`config.mk`:
```
export PLATFORM = sky130hd
export DESIGN_NAME = game_round_ctrl
export DESIGN_NICKNAME = d
export VERILOG_FILES = /design/src/rtl/game_round_ctrl.sv
export SDC_FILE = /design/constraint.sdc
export NUM_CORES = 1
export LEC_CHECK = 0
export BUFFER_PORTS_ARGS = -buffer_cell sky130_fd_sc_hd__buf_2
export CORE_MARGIN = 2
export CORE_UTILIZATION = 28
export DETAILED_ROUTE_END_ITERATION = 8
export GPL_TIMING_DRIVEN = 0
export MAX_ROUTING_LAYER = met4
export PLACE_DENSITY = 0.43
export SLEW_MARGIN = 0
export SYNTH_ARGS = -nofsm -noshare
export SYNTH_HDL_FRONTEND = slang
export SYNTH_SLANG_ARGS = --single-unit
```
`constraint.sdc`:
```
create_clock -name clk -period 2.7 [get_ports clk]
set_input_delay 0.27 -clock clk [delete_from_list [all_inputs] [get_ports clk]]
set_output_delay 0.27 -clock clk [all_outputs]
set_load 0.005 [all_outputs]
```
`src/rtl/game_round_ctrl.sv`:
```
// game_round_ctrl: round sequencer for the game FSM.
// Owns the round countdown, the life counter, the post-hit invulnerability window and a
// 1 Hz tick derived from a prescaler.
//
// Optional feature: define GAME_ROUND_PAUSE_EN to add a 'pause' input that freezes the
// round (prescaler, countdown, invulnerability timer) and ignores hits while in RUN/INVULN.
//
// Ports:
//   clk           in   system clock
//   reset         in   synchronous, active-high reset
//   round_start   in   1-cycle pulse, (re)start a round from any state
//   round_stop    in   freeze the round (RUN/INVULN -> DONE)
//   hit_pulse     in   1-cycle pulse, player hit
//   pause         in   (GAME_ROUND_PAUSE_EN only) freeze the running round
//   one_sec_pulse out  1-cycle tick every CLK_FREQ clocks (not in IDLE)
//   seconds_left  out  remaining round seconds
//   lives_left    out  remaining lives
//   invuln        out  invulnerability window active
//   time_end      out  countdown reached 0 this round
//   life_over     out  lives reached 0 this round
module game_round_ctrl #(
  parameter int unsigned CLK_FREQ      = 31_500_000,
  parameter int unsigned ROUND_SECONDS = 60,
  parameter int unsigned LIVES         = 3,
  parameter int unsigned INVULN_SEC    = 1
) (
  input  logic       clk,
  input  logic       reset,
  input  logic       round_start,
  input  logic       round_stop,
  input  logic       hit_pulse,
`ifdef GAME_ROUND_PAUSE_EN
  input  logic       pause,
`endif
  output logic       one_sec_pulse,
  output logic [6:0] seconds_left,
  output logic [2:0] lives_left,
  output logic       invuln,
  output logic       time_end,
  output logic       life_over
);

  localparam int unsigned PW = $clog2(CLK_FREQ);

  typedef enum logic [1:0] {StIdle, StRun, StInvuln, StDone} state_e;

  state_e          state;
  logic [PW-1:0]   presc;
  logic [2:0]      inv_cnt;

  logic            paused;
  logic            wrap;
  logic            hit_eff;
  logic            expire;
  logic [6:0]      sec_dec;
  logic [2:0]      lives_dec;
  logic [PW-1:0]   presc_next;

`ifdef GAME_ROUND_PAUSE_EN
  always_comb paused = pause;
`else
  always_comb paused = 1'b0;
`endif

  always_comb begin
    wrap       = (presc == PW'(CLK_FREQ - 1));
    presc_next = wrap ? '0 : presc + PW'(1);
    // Hits only count in RUN; INVULN swallows them.
    hit_eff    = hit_pulse && (state == StRun);
    sec_dec    = (wrap && seconds_left != 7'd0) ? seconds_left - 7'd1 : seconds_left;
    lives_dec  = (hit_eff && lives_left != 3'd0) ? lives_left - 3'd1 : lives_left;
    expire     = wrap && (seconds_left == 7'd1);
  end

  always_ff @(posedge clk) begin
    if (reset) begin
      state         <= StIdle;
      presc         <= '0;
      one_sec_pulse <= 1'b0;
      seconds_left  <= 7'(ROUND_SECONDS);
      lives_left    <= 3'(LIVES);
      invuln        <= 1'b0;
      time_end      <= 1'b0;
      life_over     <= 1'b0;
      inv_cnt       <= 3'd0;
    end else if (round_start) begin
      state         <= StRun;
      presc         <= '0;
      one_sec_pulse <= 1'b0;
      seconds_left  <= 7'(ROUND_SECONDS);
      lives_left    <= 3'(LIVES);
      invuln        <= 1'b0;
      time_end      <= 1'b0;
      life_over     <= 1'b0;
      inv_cnt       <= 3'd0;
    end else begin
      unique case (state)
        StIdle: begin
          one_sec_pulse <= 1'b0;
        end
        StDone: begin
          // Tick keeps running so the game FSM can time its end screen.
          presc         <= presc_next;
          one_sec_pulse <= wrap;
        end
        StRun, StInvuln: begin
          if (round_stop) begin
            presc         <= paused ? presc : presc_next;
            one_sec_pulse <= wrap && !paused;
            invuln        <= 1'b0;
            state         <= StDone;
          end else if (paused) begin
            one_sec_pulse <= 1'b0;
          end else begin
            presc         <= presc_next;
            one_sec_pulse <= wrap;
            seconds_left  <= sec_dec;
            lives_left    <= lives_dec;
            if (expire) begin
              // Countdown expiry wins, but a same-cycle hit is still applied.
              time_end <= 1'b1;
              invuln   <= 1'b0;
              state    <= StDone;
              if (hit_eff && lives_dec == 3'd0) life_over <= 1'b1;
            end else if (hit_eff) begin
              if (lives_dec == 3'd0) begin
                life_over <= 1'b1;
                state     <= StDone;
              end else begin
                invuln  <= 1'b1;
                inv_cnt <= 3'(INVULN_SEC);
                state   <= StInvuln;
              end
            end else if (state == StInvuln && wrap) begin
              if (inv_cnt <= 3'd1) begin
                inv_cnt <= 3'd0;
                invuln  <= 1'b0;
                state   <= StRun;
              end else begin
                inv_cnt <= inv_cnt - 3'd1;
              end
            end
          end
        end
        default: state <= StIdle;
      endcase
    end
  end

endmodule

```
### Word-level counts from Yosys, hierarchy flattened

Index checks and enable logic that the tools add are counted.
Widths: inputs -> output; s select.

| storage, ports and cells | value |
|---|---|
| register bits | 44 |
| output and inout bits | 14 |
| word-level logic and storage cells | 79 |

| cells by class | value |
|---|---|
| $lt $le $gt $ge | 1 |
| bitwise gates (word level) | 2 |
| reductions and logical operators | 29 |
| $add $sub $neg | 4 |
| eq/ne operators | 8 |
| multiplexer cells | 25 |

Operators with widths:

| cell | count |
|---|---|
| $add 25x1->25 const B | 1 |
| $eq 25x25->1 const B | 1 |
| $mux 25 | 1 |
| $mux 3 | 5 |
| $mux 1 | 13 |
| $reduce_and 3->1 | 4 |
| $mux 2 | 5 |
| $reduce_and 5->1 | 2 |
| $reduce_bool 5->1 | 2 |
| $reduce_bool 2->1 | 4 |
| $reduce_bool 4->1 | 2 |
| $eq 7x1->1 const B | 1 |
| $reduce_bool 7->1 | 1 |
| $sub 7x1->7 const B | 1 |
| $logic_and 1x1->1 | 6 |
| $sub 3x1->3 const B | 2 |
| $eq 2x2->1 const B | 2 |
| $ne 4x4->1 const B | 1 |
| $reduce_and 4->1 | 1 |
| $reduce_or 2->1 | 2 |
| $le 3x1->1 const B | 1 |
| $logic_not 3->1 | 1 |
| $reduce_bool 3->1 | 1 |
| $reduce_or 3->1 | 1 |
| other kinds (7) | 8 |

### Longest topological paths before layout

| depth | value |
|---|---|
| depth in word-level cells | 11 |
| depth in mapped cells | 9 |

### Worst setup path after synthesis

No wires, ideal clock.

| timing | value |
|---|---|
| path type | reg-to-reg |
| from | register state[0] |
| to | register presc[24] |
| setup slack | 0.562 ns |
| arrival | 2.021 ns |
| clock period less this slack | 2.138 ns |
| path buffers | 1 |
| cell stages (with the launch flop) | 10 |
| required time | 2.583 ns |
| library setup time | 0.117 ns |
| cell sequence | dfxtp_1 -> inv_1 -> ha_1 -> clkbuf_1 -> nand4b_1 -> nor3b_2 -> nand3_1 -> or4_1 -> xor2_1 -> nor2_1 |

| on the way | value |
|---|---|
| cells in the longest elaborated chain, start to end | 2 |
| elaborated cells between the ends (all ways) | 4 |

RTL lines:

| item | line | text |
|---|---|---|
| start: declaration | 47 | `state_e state;` |
| start signal: assignment | 77 | `state <= StIdle;` |
| start signal: assignment | 87 | `state <= StRun;` |
| start signal: assignment | 111 | `state <= StDone;` |
| $eq 2x1->1 / $eq 2x2->1 (equally long branches) | 97 | `unique case (state)` |
| $reduce_or 3->1 (no source line) * | -- |  |
| end signal: assignment | 103 | `presc <= presc_next;` |
| end signal: assignment | 108 | `presc <= paused ? presc : presc_next;` |
| end signal: assignment | 115 | `presc <= presc_next;` |
| end: declaration | 48 | `logic [PW-1:0] presc;` |

Mark *: on every way between the ends. The rest lies on a longest branch, timed or not.
A chain may end at the register's enable or synchronous reset.

### Worst setup path in the final report

Same ends and word-level chain as after synthesis.

==> results.py <==
metrics = {
    "die": {
        "core.rowCount": 32,
        "io-pin-count": 19,
        "die_h_um": 93.0,
        "initial_core_util_pct": 28.8,
        "die_area_sq_um": 8640,
        "die_w_um": 93.0,
        "core_sq_um": 7690,
    },
    "route": {
        "drc": 0,
        "drt_iter0_markers": 39,
        "wl_per_cell_um": 12.4,
        "ant_nets": 0,
        "num_vias": 1733,
        "first_pass_iters": 4,
        "wl_mm": 4.65,
        "via_per_inst": 4.62,
    },
    "placement": {
        "portBuffers": 18,
        "gp_congestion": 0.717,
        "dp_slack_ns": 0.0795,
        "dp_hpwl_mm": 3.45,
        "dp_cells": 369,
    },
    "sta": {
        "maxSlewViolCount": 0,
        "fmax_ghz": 0.408,
        "rsz0062_at_grt": "no",
        "whs_ns": 0.226,
        "tightest_slew_ns": 0.696,
        "final.setup.tns_ns": 0,
        "hold_viol": 0,
        "setup_slack_ns": 0.249,
        "max-slew-margin-rel_pct": 53.1,
        "min_period_ns": 2.45,
        "finalCritPeriodShare_pct": 90.8,
        "fin_skew_ns": 0.00517,
        "setup_violations": 0,
    },
    "clock_tree": {
        "clk_pin_slew_ns": 0.08,
        "cts.hold.buffers_added": 0,
        "numCtsBuffers": 5,
        "root_buffer": "clkbuf_8",
        "htree_levels": 2,
        "tritoncts": "yes",
        "clk_path_buf_depth": 2,
        "clock_sinks": 44,
        "worstSkewPairLatency_ns": 0.29,
    },
    "global_route": {
        "overflow": 0,
        "antenna_found_initial": 0,
        "grt_pass1_vias": 1715,
        "grt_usage_pct": 11.8,
        "grt_max_degree": 12,
        "grt_pass1_wl_mm": 8.03,
    },
    "setup_path": {
        "worst_ep_required_time_ns": 2.88,
        "critPathBufInv": 2,
        "path_max_fanout": 7,
        "crit_chain": "inv_1, ha_1, clkbuf_1, nand4b_1, nor3b_2, nand3_2, or4_1, xor2_1, nor2_1",
        "startpoint_type": "register",
        "cpPeakStageDelay_ns": 0.53,
        "crit_type": "register to register",
        "cp_top_family": "simple AND/OR/NAND/NOR gates",
        "crit_slowest_cell": "or4_1",
        "cp.arrival_ns": 2.63,
        "critPathCaptureType": "register",
    },
    "synthesis": {
        "synthDominantCellAreaShare_pct": 39.8,
        "netlist_area_sq_um": 2220,
        "synth-async-reset-ratio_pct": 0,
        "synth_edf_count": 0,
        "synth_top_area_cell": "dfxtp_1",
        "ys_ff_latch": 44,
        "synthFlopType": "dfxtp_1",
        "ys_seq_area_share_pct": 39.8,
        "syn-instance-count": 249,
        "synth_fp_nets": 264,
        "yosys_warnings": 0,
        "post-synth-top-count-cell": "dfxtp_1",
        "ys_top_cells_by_area": "dfxtp_1 40%, xnor2_1 8.7%, nor2_1 6.3%",
        "synthTopCellsByCount": "44 x dfxtp_1, 37 x nor2_1, 22 x xnor2_1, 16 x nand2_1, 12 x inv_1",
        "yosysUniqueCellTypes": 52,
        "avgSynthCellArea_sq_um": 8.90,
    },
    "layout": {
        "fin_util_pct": 32.8,
        "areaGrowthSynthToFinish_pct": 13.9,
        "num_antenna_cells": 0,
        "drive_above_1_share_pct": 16.1,
        "fin_nets": 290,
        "multi_input_area_sq_um": 1270,
        "filler_cell_count": 824,
        "regArea_sq_um": 881,
        "final_cells": 375,
    },
    "status": {
        "outcome": "finished, final reports clean",
    },
    "min_path": {
        "hold_path.class": "primary input to register",
    },
    "power": {
        "powerDensity_nw_per_um2": 433,
        "ir_worst_vdd_mv": 0.147,
        "power_leakage_nw": 0.850,
    },
    "run": {
        "drv_cap": 0,
    },
}
[cell families after synthesis]
logic type | after synthesis | share of synthesized area [%]
flops | 44 | 39.8
simple gates | 120 | 30.8
xor+xnor | 29 | 11.5
compound gates | 27 | 8.36
mux | 1 | 0.452
fa+ha+maj | 10 | 5.65
buf+inv | 18 | 3.50
[timing repair]
item                       in CTS  in global routing
setup endpoints to repair       0                 24
setup buffers                   0                  1
resized for setup               0                  3
hold endpoints to repair        0                  0
[state kept, by name, indices dropped and copies added, names as in the netlist]
signal / cells
lives_left: 3
invuln: 1
seconds_left: 7
state: 2
inv_cnt: 3
life_over: 1
time_end: 1
presc: 25
one_sec_pulse: 1
[worst reg2reg max path, cell delays in order, from the launching register on]
cell and delay [ns]:
dfxtp_1 0.34, inv_1 0.07, ha_1 0.19, clkbuf_1 0.21, nand4b_1 0.31, nor3b_2 0.30, nand3_2 0.19, or4_1 0.53
xor2_1 0.15, nor2_1 0.05
[metal layers]
metal / track usage [%] / share of wire (%)
met5: - / 0
met1: 14.7 / 50
met3: 3.01 / 4.2
met4: 2.94 / 0.95
met2: 19.3 / 45
[cell usage in the layout (no fill, tap or decap), types with 4 or more instances in the layout]
master,count
a21oi_1,5
and4_1,4
buf_2,20
clkbuf_8,5
dfxtp_1,44
ha_1,10
inv_1,12
nand2_1,16
nand3_1,7
nand4_1,4
nor2_1,37
nor2b_1,5
nor3_1,8
o21ai_0,6
or2_2,4
xnor2_1,22
xor2_1,7
[power by group]
part           internal (mW)  leakage, nW  switching [mW]
registers              0.653        0.355         0.00322
logic                 0.0217        0.459          0.0397
clock network          0.167       0.0359           0.209
[worst paths after layout]
check / from / end / slack (ns) / cells past startpoint
worst max-delay path: state[0] / presc[24] / 0.25 / 9
worst min-delay path: round_start / state[0] / 0.23 / 2
worst max register to register: state[0] / presc[24] / 0.25 / 9
worst min register to register: life_over / life_over / 0.47 / 1
[stage by stage]
step	total power, mW	cell area, sq um
after floorplan	0.713	2220
after global placement	0.733	2430
after detailed placement	0.733	2430
after CTS	1.12	2500
after global routing	1.15	2520
final	1.09	2520
[area by class of cell]
class                      instances  share of cell area (%)
timing repair buffer              19                    3.87
clock buffer                       5                    2.73
sequential                        44                    34.9
tap                              102                    5.06
multi-input combinational        187                    50.4
inverter                          12                    1.78
buffer                             6                    1.29
(Power assumes the default switching activity.)
